<file path="config.mk">
export PLATFORM = sky130hd
export DESIGN_NAME = updown_counter_mod_flat
export DESIGN_NICKNAME = d
export VERILOG_FILES = /design/src/rtl/updown_counter_if.sv /design/src/rtl/updown_counter_mod.sv /design/src/flat_wrapper.sv
export SDC_FILE = /design/constraint.sdc
export NUM_CORES = 1
export LEC_CHECK = 0
export BUFFER_PORTS_ARGS = -buffer_cell sky130_fd_sc_hd__buf_4
export CAP_MARGIN = 0
export CORE_ASPECT_RATIO = 1.4
export CORE_MARGIN = 3
export CORE_UTILIZATION = 40
export DETAILED_ROUTE_END_ITERATION = 10
export GPL_TIMING_DRIVEN = 0
export HOLD_SLACK_MARGIN = 0.05
export PLACE_DENSITY = 0.65
export SLEW_MARGIN = 20
export SYNTH_ARGS = -nofsm -noshare
export SYNTH_HDL_FRONTEND = slang
export SYNTH_SLANG_ARGS = --single-unit
</file>
<file path="constraint.sdc">
create_clock -name clk -period 1.8 [get_ports clk]
set_input_delay 0.18 -clock clk [delete_from_list [all_inputs] [get_ports clk]]
set_output_delay 0.18 -clock clk [all_outputs]
set_load 0.03 [all_outputs]
</file>
<file path="src/rtl/updown_counter_if.sv">
// Control/data bundle for updown_counter_mod: the master drives the strobes,
// and the counter returns the registered count and terminal-count pulse.
interface updown_counter_if #(
    parameter int WIDTH = 8
);
    logic             en;
    logic             dir;
    logic             load;
    logic [WIDTH-1:0] load_val;
    logic [WIDTH-1:0] count;
    logic             tc;

    modport master (
        output en, dir, load, load_val,
        input  count, tc
    );

    modport slave (
        input  en, dir, load, load_val,
        output count, tc
    );
endinterface

</file>
<file path="src/rtl/updown_counter_mod.sv">
// Parametrised up/down modulo counter with load, wrap/saturate and a terminal-count pulse.
// Optional enable prescaler is built only when COUNTER_PRESCALE_EN is defined.
module updown_counter_mod #(
    parameter int WIDTH    = 8,
    parameter int MAX_VAL  = 2**WIDTH - 1,
    parameter int SATURATE = 0,
    parameter int PRESCALE = 4
) (
    input  logic             clk,
    input  logic             rst,
    updown_counter_if.slave  bus
);
    if (WIDTH < 2 || MAX_VAL < 1 || MAX_VAL > 2**WIDTH - 1 || PRESCALE < 1) begin : g_bad_params
        $error("updown_counter_mod: illegal parameter combination");
    end

    localparam logic [WIDTH-1:0] LIMIT = WIDTH'(MAX_VAL);

    logic [WIDTH-1:0] count_q;
    logic [WIDTH-1:0] count_d;
    logic             tc_q;
    logic             tc_d;
    logic             step;
    logic             at_limit;
    logic [WIDTH-1:0] load_clamped;

`ifdef COUNTER_PRESCALE_EN
    // PRESCALE = 1 gives a 1-bit prescaler pinned at 0, so every enabled cycle steps.
    localparam int             PW       = (PRESCALE > 1) ? $clog2(PRESCALE) : 1;
    localparam logic [PW-1:0]  PRE_LAST = PW'(PRESCALE - 1);

    logic [PW-1:0] pre_q;
    logic [PW-1:0] pre_d;

    assign step = bus.en && (pre_q == PRE_LAST);

    always_comb begin
        pre_d = pre_q;
        if (bus.load) begin
            pre_d = '0;
        end else if (bus.en) begin
            pre_d = step ? '0 : pre_q + PW'(1);
        end
    end

    always_ff @(posedge clk or negedge rst) begin
        if (!rst) begin
            pre_q <= '0;
        end else begin
            pre_q <= pre_d;
        end
    end
`else
    assign step = bus.en;
`endif

    assign load_clamped = (bus.load_val > LIMIT) ? LIMIT : bus.load_val;
    assign at_limit     = bus.dir ? (count_q == LIMIT) : (count_q == '0);

    always_comb begin
        count_d = count_q;
        tc_d    = 1'b0;
        if (bus.load) begin
            count_d = load_clamped;
        end else if (step) begin
            if (at_limit) begin
                tc_d = 1'b1;
                if (SATURATE == 0) begin
                    count_d = bus.dir ? '0 : LIMIT;
                end
            end else begin
                count_d = bus.dir ? count_q + WIDTH'(1) : count_q - WIDTH'(1);
            end
        end
    end

    always_ff @(posedge clk or negedge rst) begin
        if (!rst) begin
            count_q <= '0;
            tc_q    <= 1'b0;
        end else begin
            count_q <= count_d;
            tc_q    <= tc_d;
        end
    end

    assign bus.count = count_q;
    assign bus.tc    = tc_q;
endmodule
</file>
<file path="src/flat_wrapper.sv">
// flat-port wrapper written by rule: the top's interface ports become plain ports
module updown_counter_mod_flat 
#(
    parameter int WIDTH    = 8,
    parameter int MAX_VAL  = 2**WIDTH - 1,
    parameter int SATURATE = 0,
    parameter int PRESCALE = 4
)
  (clk, rst, bus_en, bus_dir, bus_load, bus_load_val, bus_count, bus_tc);
  updown_counter_if #(.WIDTH(WIDTH)) bus_i ();
  input  logic clk;
  input  logic rst;
  input wire logic [$bits(bus_i.en)-1:0] bus_en;
  input wire logic [$bits(bus_i.dir)-1:0] bus_dir;
  input wire logic [$bits(bus_i.load)-1:0] bus_load;
  input wire logic [$bits(bus_i.load_val)-1:0] bus_load_val;
  output wire logic [$bits(bus_i.count)-1:0] bus_count;
  output wire logic [$bits(bus_i.tc)-1:0] bus_tc;
  assign bus_i.en = bus_en;
  assign bus_i.dir = bus_dir;
  assign bus_i.load = bus_load;
  assign bus_i.load_val = bus_load_val;
  assign bus_count = bus_i.count;
  assign bus_tc = bus_i.tc;
  updown_counter_mod #(.WIDTH(WIDTH), .MAX_VAL(MAX_VAL), .SATURATE(SATURATE), .PRESCALE(PRESCALE)) u_core (.clk(clk), .rst(rst), .bus(bus_i));
endmodule
</file>
==> results by group, run 1 <==
Route
  – Met1 layer wirelength in the final routing: 902 µm
  – Number of vias after detailed routing: 844
  – Met3 Wirelength: 71 µm
  – Number of DRC violations after detailed-routing iteration 0: 14
  – Met2 WL: 1.269 mm
  – Routed length per placed instance: 14.95 µm
  – Residual DRC count: 0
  – Number of search-and-repair iterations in the first detailed-routing pass: 4
  – Vias/cell: 5.627
  – Total Wirelength: 2.243 mm
  – Top sig layer: met3
  – Antenna-violating nets left: 0

Synth
  – Portion of the post-synthesis area used by sequential elements: 26.16%
  – Top cell type's share of synthesized area: 26.16%
  – Post-Syn Nets: 122
  – Post-synthesis instance area: 860.8 µm²
  – Cell accounting for the most synthesized area: dfrtp_1
  – Seq cells post-synth: 9
  – Most area-consuming cells after synthesis: dfrtp_1 26%, ha_1 8.7%, a21oi_1 6.4%
  – Leading register cell type out of synthesis: dfrtp_1
  – Post-synth ARST share: 100.0%
  – Synth Warn #: 0
  – Syn Area/Cell: 8.439 µm²
  – EDFF count, synth: 0
  – Cells after Synth: 102
  – Distinct cell type count after synthesis: 40

Floorplan
  – Die ar.: 2753 µm²
  – Die extent in x: 45.21 µm
  – Count of standard-cell rows: 19
  – Core Region: 1997 µm²
  – Die Ht: 60.89 µm
  – Boundary pin count: 22
  – Initial Util: 43.11%

Placed design
  – Count of port buffers added during placement: 19
  – Global placement routability congestion: 0.7722
  – DP Area: 1041 µm²
  – Placed insts: 142
  – Post-Place Setup Slack: -156.1 ps
  – DPL Wire Length: 1.692 mm

Global route
  – Leftover overflow at the end of global routing: 0
  – Antenna violations before repair: 0
  – Vias in the first global route: 831
  – Total global-route track usage: 19.09%
  – Pin count of the biggest net entering global routing: 11
  – Global-route wire length before repair: 3.808 mm

Timing
  – Final cycle utilization of the critical path: 100.7%
  – Hold slack final: 138.0 ps
  – Final WS setup: -12.29 ps
  – F_max: 551.8 MHz
  – Transition time at the pin with the least slew margin: 395.1 ps
  – Total negative setup slack: -12.29 ps
  – Worst clock skew: 0.9312 ps
  – Final critical delay including setup and external delays: 1812 ps
  – Slew Limit Fails: 0
  – RSZ-0062 raised after global routing: true
  – # setup viols final: 1
  – Max-Slew Margin vs Limit: 73.66%
  – Hold violation count in the final report: 0

Layout
  – Net total in the final layout: 150
  – Antenna Cells: 0
  – Post-route cell area: 1151 µm²
  – Synth-to-layout area growth: 33.72%
  – Fin cells: 150
  – Most common cell after layout, fill and taps aside: buf_4
  – Most frequent cells in the layout: 22 x buf_4, 11 x a21oi_1, 11 x nor2_1, 10 x nand2_1, 5 x dfrtp_1
  – Fraction of final layout cells sized beyond drive strength 1: 34.11%

Run status
  – Violated checks: setup timing
  – Status: finished, violations left

Clock tree
  – CTS Buf Count: 3
  – CTS max path bufs: 2
  – Clock tree from TritonCTS: done
  – Clock insertion delay at the later pin of the skew report: 250 ps
  – Clock transition at path regs: 60 ps
  – CTS root buffer: clkbuf_4
  – Deepest level of the CTS H-tree: 1
  – CTS sink count: 9

Critical path
  – Data arrival time of the worst path: 1940 ps
  – CP max FO: 4
  – Critical Path Max Stage Delay: 450 ps
  – Endpoint required time on the critical path: 1930 ps
  – FF-to-FF setup slack: -10 ps
  – Critical Setup Path Class: flip-flop to flip-flop
  – Critical path cell sequence: fa_2 > a211oi_4 > nor4b_1 > nand4b_1 > a221o_1
  – Element type at the critical path end: flip-flop
  – CP top delay family: compound AO/OA/AOI/OAI gates
  – Worst setup SP type: flip-flop
  – Slowest stage cell, crit path: dfrtp_2
  – WP buf/inv: 0

Pwr
  – Power density cells: 787.8 nW/µm²
  – Static leakage: 0.5172 nW
  – Peak supply drop: 0.0003356 V

Run
  – Number of max-cap violations: 0

Hold path
  – Hold/Removal Path Class: input port to flip-flop
[worst reg2reg max path, stage by stage (launching register included)]
cell and delay [ps]:
dfrtp_2 450, fa_2 400, a211oi_4 260, nor4b_1 80
nand4b_1 190, a221o_1 310
[area by class of cell]
type,count,area [µm²]
Sequential cell,9,230.2
Inverter,4,15.01
Tap cell,21,26.28
Buffer,4,23.77
Fill cell,192,845.8
Multi-Input combinational cell,85,654.4
Clock buffer,4,26.28
Timing Repair Buffer,23,175.2
[final timing paths]
| path | from | cells after the start | end |
|---|---|---|---|
| max | u_core.bus.count[1]$_DFFE_PN0P_ | 5 | u_core.bus.count[6]$_DFFE_PN0P_ |
| min | bus_load_val[0] | 3 | u_core.bus.count[0]$_DFFE_PN0P_ |
| max reg2reg | u_core.bus.count[1]$_DFFE_PN0P_ | 5 | u_core.bus.count[6]$_DFFE_PN0P_ |
| min reg2reg | u_core.bus.count[6]$_DFFE_PN0P_ | 3 | u_core.bus.tc$_DFF_PN0_ |
| max in group asynchronous | rst | 2 | u_core.bus.count[1]$_DFFE_PN0P_ |
| min in group asynchronous | rst | 2 | u_core.bus.tc$_DFF_PN0_ |
[logic make-up after synthesis]
logic type	Yosys count	synth area share [%]
buffers and inverters	8	4.505
adders and majority gates	7	11.05
AOI/OAI and AO/OA	33	25.00
DFF	9	26.16
and+or+nand+nor	41	29.22
xor gates and xnor gates	4	4.071
[what timing repair did]
item | CTS | global route
setup buffers | 3 | 0
cloned | 0 | 0
resized for setup | 7 | 3
hold buffers | 1 | 0
pin swaps | 2 | 2
setup endpoints to repair | 3 | 3
endpoints found under the hold margin | 9 | 0
[cell usage after synthesis, types with 2 or more instances]
cell and n:
nor2b_1 2, dfrtp_1 9, a21oi_1 11, ha_1 6, inv_1 4, or3_1 3, xor2_1 2, nand2b_1 3
o21ai_0 5, a211oi_1 2, nand2_1 10, o211ai_1 2, o31ai_1 3, nor2_1 11, a21o_1 2, clkbuf_1 2
xnor2_1 2
[layer usage]
metal	GRT usage (%)	vias to the layer above
li1	-	426
met1	23.92	402
met2	32.39	16
met3	1.780	0
met4	8.787	0
met5	0	-
[stage by stage]
stage / power, mW / util, %
after floorplan: 0.5722 / -
after global placement: 0.6923 / 52.13
after detailed placement: 0.7016 / 52.13
after CTS: 0.9022 / 56.77
after global routing: 0.9782 / 57.64
final: 0.9069 / 57.64
[power breakdown]
| part | total, mW | leakage [nW] | internal [mW] | switching, mW |
|---|---|---|---|---|
| combinational | 0.473 | 0.398 | 0.217 | 0.256 |
| sequential | 0.288 | 0.104 | 0.232 | 0.0562 |
| clock | 0.146 | 0.0150 | 0.0848 | 0.0610 |
| total | 0.907 | 0.517 | 0.534 | 0.373 |
[state kept, by name, indices dropped and copies added, names as in the netlist]
| register | flops |
|---|---|
| u_core.bus.count | 8 |
| u_core.bus.tc | 1 |
Note: power is estimated with default switching activity, not from simulation.
==> run 2, diff against run 1 <==
--- a/config.mk
+++ b/config.mk
@@ -10,10 +10,12 @@
 export CORE_ASPECT_RATIO = 1.4
 export CORE_MARGIN = 3
 export CORE_UTILIZATION = 40
+export CTS_BUF_LIST = sky130_fd_sc_hd__clkbuf_16
 export DETAILED_ROUTE_END_ITERATION = 10
 export GPL_TIMING_DRIVEN = 0
 export HOLD_SLACK_MARGIN = 0.05
 export PLACE_DENSITY = 0.65
+export SKIP_CTS_REPAIR_TIMING = 1
 export SLEW_MARGIN = 20
 export SYNTH_ARGS = -nofsm -noshare
 export SYNTH_HDL_FRONTEND = slang
==> run 2 against run 1 <==
The run still ends with setup timing left. Via count up 0.36%. Global-route usage is 0.84 points lower. Fmax fell by 0.66%. Total power is 23% higher. Sequential power about the same. Die area did not move. Clock power grew to 2.6 times the previous value. Critical endpoint unchanged. Largest power group unchanged.
==> results by group, run 2 (synthesis gave the netlist of run 1 again) <==
Run status
  – Status: finished, violations left
  – Violated checks: setup timing

Route
  – Number of vias after detailed routing: 847 (+0.36%)
  – Routed length per placed instance: 14.57 µm (-2.5%)
  – Antenna-violating nets left: 0 (unchanged)
  – Number of DRC violations after detailed-routing iteration 0: 15 (+1)
  – Total Wirelength: 2.186 mm (-2.5%)
  – Number of search-and-repair iterations in the first detailed-routing pass: 5 (+1)
  – Vias/cell: 5.647 (+0.36%)
  – Residual DRC count: 0 (unchanged)

Critical path
  – Worst setup SP type: flip-flop
  – Endpoint required time on the critical path: 1910 ps (-20 ps)
  – Critical Setup Path Class: flip-flop to flip-flop
  – CP top delay family: compound AO/OA/AOI/OAI gates
  – Slowest stage cell, crit path: dfrtp_2
  – Critical path cell sequence: fa_2 > a211oi_4 > nor4b_1 > nand4b_1 > a221o_1
  – Data arrival time of the worst path: 1930 ps (about the same)
  – Element type at the critical path end: flip-flop
  – CP max FO: 3 (-1)
  – Critical Path Max Stage Delay: 430 ps (-20 ps)
  – WP buf/inv: 0 (unchanged)

Pwr
  – Combinational group share of total power: 40.5% (-12 points)
  – Power density cells: 947.4 nW/µm² (+20%)
  – Cell internal power dissipation: 0.7268 mW (+36%)
  – Peak supply drop: 0.0004269 V (+27%)
  – Switching share of power: 34.71% (-6.5 points)
  – Portion of total power attributed to the clock network: 33.9% (+18 points)
  – Overall power of the completed layout: 1.113 mW (+23%)
  – Static leakage: 0.5382 nW (+4.1%)
  – Reg power frac: 25.7% (-6.1 points)
  – Switching power summed over all nets: 0.3863 mW (+3.5%)

Layout
  – Antenna Cells: 0 (unchanged)
  – Synth-to-layout area growth: 36.48%
  – Most frequent cells in the layout: 22 x buf_4, 11 x a21oi_1, 11 x nor2_1, 10 x nand2_1, 6 x dfrtp_1
  – Net total in the final layout: 150 (unchanged)
  – Sequential cell area: 229.0 µm² (-0.54%)
  – Fillers: 191 (-0.52%)
  – Fraction of final layout cells sized beyond drive strength 1: 31.78% (-2.3 points)
  – Most common cell after layout, fill and taps aside: buf_4
  – Multi-input combinational cell area: 626.9 µm² (-4.2%)
  – Flip-flop count of the largest register after layout: 8 (unchanged)

Timing
  – # setup viols final: 1 (unchanged)
  – Hold slack final: 156.6 ps (+18.63 ps)
  – Slew Limit Fails: 0 (unchanged)
  – Max-Slew Margin vs Limit: 73.79% (+0.13 points)
  – Final critical delay including setup and external delays: 1824 ps (+12.03 ps)
  – Hold violation count in the final report: 0 (unchanged)
  – Final WS setup: -24.32 ps (-12.03 ps)
  – F_max: 548.2 MHz (-0.66%)
  – Final cycle utilization of the critical path: 101.4% (+0.67 points)
  – Worst clock skew: 0.4847 ps (-0.4465 ps)
  – RSZ-0062 raised after global routing: true
  – Transition time at the pin with the least slew margin: 393.2 ps (-1.880 ps)

Global route
  – Antenna violations before repair: 0 (unchanged)
  – Global Route met3 Usage: 2.671% (+0.89 points)
  – Leftover overflow at the end of global routing: 0 (unchanged)
  – Global-route wire length before repair: 3.636 mm (-4.5%)
  – Top Usage Layer GRT: met2
  – Pin count of the biggest net entering global routing: 11 (unchanged)
  – Met1 Track Usage GR: 23.56% (-0.36 points)
  – Vias in the first global route: 794 (-4.5%)
  – Global routing met2 resource utilization: 29.35% (-3.0 points)
  – Total global-route track usage: 18.26% (-0.84 points)

Placed design
  – Global placement routability congestion: 0.7722 (unchanged)
  – Count of port buffers added during placement: 19 (unchanged)
  – DPL Wire Length: 1.692 mm (unchanged)

Floorplan
  – Die ar.: 2753 µm² (unchanged)
  – Core Region: 1997 µm² (unchanged)
  – Initial Util: 43.11% (unchanged)
  – Die extent in x: 45.21 µm (unchanged)
  – Count of standard-cell rows: 19 (unchanged)
  – Die Ht: 60.89 µm (unchanged)
  – Boundary pin count: 22 (unchanged)

Hold path
  – Hold/Removal Path Class: input port to flip-flop

Clock tree
  – Deepest level of the CTS H-tree: 1 (unchanged)
  – Clock insertion delay at the later pin of the skew report: 230 ps (-20 ps)
  – Clock tree from TritonCTS: done
  – CTS sink count: 9 (unchanged)
  – Clock transition at path regs: 40 ps (-20 ps)
  – CTS max path bufs: 2 (unchanged)
  – CTS Buf Count: 3 (unchanged)
  – CTS root buffer: clkbuf_16

Run
  – Number of max-cap violations: 0 (unchanged)
[run 2: per-stage QoR]
| stage | utilization [%] | TNS, ps | setup slack [ps] | area (µm²) | cells |
|---|---|---|---|---|---|
| detailed placement | 52.13 | -333.4 | -156.1 | 1041 | 142 |
| finish | 58.83 | -24.32 | -24.32 | 1175 | 150 |
| global route | 58.83 | -160.5 | -93.10 | 1175 | 150 |
| CTS | 56.08 | -260.3 | -130.4 | 1120 | 146 |
| global placement | 52.13 | -252.1 | -115.4 | 1041 | 142 |
| floorplan | - | -12.11 | -12.11 | 872.1 | 102 |
[run 2: power groups by stage]
| stage | Sequential [mW] | Combinational [mW] | Clock, mW |
|---|---|---|---|
| detailed placement | 0.294 | 0.408 | 0 |
| floorplan | 0.331 | 0.241 | 0 |
| global placement | 0.291 | 0.401 | 0 |
| CTS | 0.290 | 0.410 | 0.384 |
| finish | 0.286 | 0.451 | 0.377 |
| global route | 0.291 | 0.497 | 0.396 |
[run 2: final timing paths]
kind                                                       from  cells past startpoint                              end  slack [ps]
min in group asynchronous                                   rst                      2          u_core.bus.tc$_DFF_PN0_         320
worst max-delay path            u_core.bus.count[0]$_DFFE_PN0P_                      5  u_core.bus.count[6]$_DFFE_PN0P_         -20
worst max register to register  u_core.bus.count[0]$_DFFE_PN0P_                      5  u_core.bus.count[6]$_DFFE_PN0P_         -20
worst min-delay path                            bus_load_val[0]                      3  u_core.bus.count[0]$_DFFE_PN0P_         160
worst min register to register  u_core.bus.count[0]$_DFFE_PN0P_                      3  u_core.bus.count[0]$_DFFE_PN0P_         710
max in group asynchronous                                   rst                      2  u_core.bus.count[1]$_DFFE_PN0P_        1340
[run 2: layout make-up]
cell class | count | area share, %
multi-input cells | 85 | 53.35
flip-flops and latches | 9 | 19.49
repair buffers | 23 | 14.91
clock buffers | 3 | 6.390
well taps | 21 | 2.236
plain buffers | 4 | 2.023
inverters | 4 | 1.278
clock inverters | 1 | 0.3195
[run 2: metal layers]
| layer | share of wire [%] | wire (µm) |
|---|---|---|
| met1 | 42 | 925 |
| met2 | 54 | 1184 |
| met3 | 3.5 | 76 |
| met4 | 0 | 0 |
| met5 | 0 | 0 |
[run 2: worst reg2reg max path, delay by kind of cell (launching register included)]
kind	cells	cell delay [ps]
compound gates	2	590
fa+ha+maj	1	410
flops	1	430
simple gates	2	290
==> run 3, diff against run 2 <==
--- a/config.mk
+++ b/config.mk
@@ -14,7 +14,7 @@
 export DETAILED_ROUTE_END_ITERATION = 10
 export GPL_TIMING_DRIVEN = 0
 export HOLD_SLACK_MARGIN = 0.05
-export PLACE_DENSITY = 0.65
+export PLACE_DENSITY = 0.64
 export SKIP_CTS_REPAIR_TIMING = 1
 export SLEW_MARGIN = 20
 export SYNTH_ARGS = -nofsm -noshare
==> run 3 against run 2 <==
Largest cell class unchanged. Cell area shrank 0.21%. Count of clock-buffer cells in the layout stayed put. Clock skew grew 1.7 ps. The run still ends with setup timing left. Hold slack improved by 9.2 ps. Fmax shrank 2.8%. Non-clock buffer count is the same.
==> results by group, run 3 (synthesis gave the netlist of run 1 again) <==
Timing
  – Max-Slew Margin vs Limit: 70.66% (-3.1 points)
  – Final WS setup: -76.36 ps (-52.04 ps)
  – Hold slack final: 165.8 ps (+9.168 ps)
  – Transition time at the pin with the least slew margin: 440.1 ps (+46.89 ps)
  – RSZ-0062 raised after global routing: true
  – F_max: 532.9 MHz (-2.8%)
  – Worst clock skew: 2.222 ps (+1.737 ps)
  – Final critical delay including setup and external delays: 1876 ps (+52.04 ps)
  – Final cycle utilization of the critical path: 104.2% (+2.9 points)
  – Slew Limit Fails: 0 (unchanged)
  – Hold violation count in the final report: 0 (unchanged)
  – # setup viols final: 1 (unchanged)
  – Total negative setup slack: -76.36 ps (-52.04 ps)

Global route
  – Leftover overflow at the end of global routing: 0 (unchanged)
  – Pin count of the biggest net entering global routing: 11 (unchanged)
  – Vias in the first global route: 775 (-2.4%)
  – Antenna violations before repair: 0 (unchanged)
  – Total global-route track usage: 19.00% (+0.74 points)
  – Global-route wire length before repair: 3.698 mm (+1.7%)

Route
  – Number of vias after detailed routing: 839 (-0.94%)
  – Number of DRC violations after detailed-routing iteration 0: 2 (-13)
  – Vias/cell: 5.593 (-0.94%)
  – Antenna-violating nets left: 0 (unchanged)
  – Routed length per placed instance: 15.13 µm (+3.8%)
  – Number of search-and-repair iterations in the first detailed-routing pass: 4 (-1)
  – Residual DRC count: 0 (unchanged)
  – Total Wirelength: 2.270 mm (+3.8%)

Floorplan
  – Boundary pin count: 22 (unchanged)
  – Count of standard-cell rows: 19 (unchanged)
  – Core Region: 1997 µm² (unchanged)
  – Die extent in x: 45.21 µm (unchanged)
  – Die Ht: 60.89 µm (unchanged)
  – Initial Util: 43.11% (unchanged)
  – Die ar.: 2753 µm² (unchanged)

Placed design
  – Global placement routability congestion: 0.7778 (+0.73%)
  – Count of port buffers added during placement: 19 (unchanged)
  – Post-Place Setup Slack: -194.4 ps (-38.31 ps)
  – DPL Wire Length: 1.691 mm (about the same)

Layout
  – Net total in the final layout: 150 (unchanged)
  – Flip-flop count of the largest register after layout: 8 (unchanged)
  – Final core occ: 58.71% (-0.13 points)
  – Antenna Cells: 0 (unchanged)
  – Most common cell after layout, fill and taps aside: buf_4
  – Most frequent cells in the layout: 22 x buf_4, 11 x a21oi_1, 11 x nor2_1, 10 x nand2_1, 6 x dfrtp_1
  – Synth-to-layout area growth: 36.19%
  – Fraction of final layout cells sized beyond drive strength 1: 31.01% (-0.78 points)

Critical path
  – Critical Setup Path Class: flip-flop to flip-flop
  – Critical Path Max Stage Delay: 450 ps (+20 ps)
  – Critical path cell sequence: fa_2 > a211oi_4 > nor4b_1 > nand4b_1 > a221o_1
  – CP max FO: 6 (+3)
  – Slowest stage cell, crit path: dfrtp_2
  – Element type at the critical path end: flip-flop
  – Worst setup SP type: flip-flop
  – Data arrival time of the worst path: 1990 ps (+60 ps)
  – Endpoint required time on the critical path: 1910 ps (about the same)

Clock tree
  – Clock tree from TritonCTS: done
  – CTS Buf Count: 3 (unchanged)
  – Clock insertion delay at the later pin of the skew report: 240 ps (about the same)
  – CTS sink count: 9 (unchanged)
  – CTS max path bufs: 2 (unchanged)
  – Deepest level of the CTS H-tree: 1 (unchanged)
  – CTS root buffer: clkbuf_16
  – Clock transition at path regs: 40 ps (about the same)

Pwr
  – Peak supply drop: 0.0004691 V (+9.9%)
  – Power density cells: 956.0 nW/µm² (+0.90%)
  – Static leakage: 0.5401 nW (+0.34%)

Hold path
  – Hold/Removal Path Class: input port to flip-flop

Run status
  – Status: finished, violations left
  – Violated checks: setup timing

Run
  – Number of max-cap violations: 0 (unchanged)
## run 3: cell counts in the layout (fill, tap and decap cells not counted)
Identical to the previous run, type by type.
## run 3: worst max-delay path: cells and delay by family (launching register included)
family          cells  cell delay (ps)
compound gates      2              600
fa+ha+maj           1              420
simple gates        2              300
flops               1              450
## run 3: layer usage
metal	wire length [µm]	share of wire [%]	up-vias	global-route usage, %
met1	981	43	384	23.65
met5	0	0	-	0
met2	1123	49	19	29.55
met4	78	3.4	0	12.97
met3	86	3.8	7	2.967
li1	-	-	429	-
## run 3: where the power goes
part | internal (mW) | switching, mW
Combinational | 0.203 | 0.245
Sequential | 0.232 | 0.0539
Clock | 0.290 | 0.0967
Total | 0.726 | 0.395
## run 3: path summary, 6_finish.rpt
check | start | to | slack (ps) | cells past startpoint
max | u_core.bus.count[0]$_DFFE_PN0P_ | u_core.bus.count[6]$_DFFE_PN0P_ | -80 | 5
min | bus_load_val[0] | u_core.bus.count[0]$_DFFE_PN0P_ | 170 | 3
max reg2reg | u_core.bus.count[0]$_DFFE_PN0P_ | u_core.bus.count[6]$_DFFE_PN0P_ | -80 | 5
min reg2reg | u_core.bus.count[6]$_DFFE_PN0P_ | u_core.bus.tc$_DFF_PN0_ | 710 | 3
max in group asynchronous | rst | u_core.bus.count[1]$_DFFE_PN0P_ | 1340 | 2
min in group asynchronous | rst | u_core.bus.count[7]$_DFFE_PN0P_ | 310 | 2
## run 3: area by class of cell
cell class	count	area [µm²]
Buffer	4	23.77
Clock buffer	3	75.07
Clock inverter	1	3.754
Fill cell	193	824.5
Inverter	4	15.01
Multi-Input combinational cell	85	624.3
Sequential cell	9	229.0
Tap cell	21	26.28
Timing Repair Buffer	23	175.2
## run 3: per-stage QoR
step           total power [mW]  std cells  area (µm²)
4_1_cts                   1.095        146        1120
3_3_place_gp             0.6913        142        1041
6_report                  1.121        150        1172
3_5_place_dp             0.7030        142        1041
5_1_grt                   1.196        150        1172
2_1_floorplan            0.5722        102       872.1
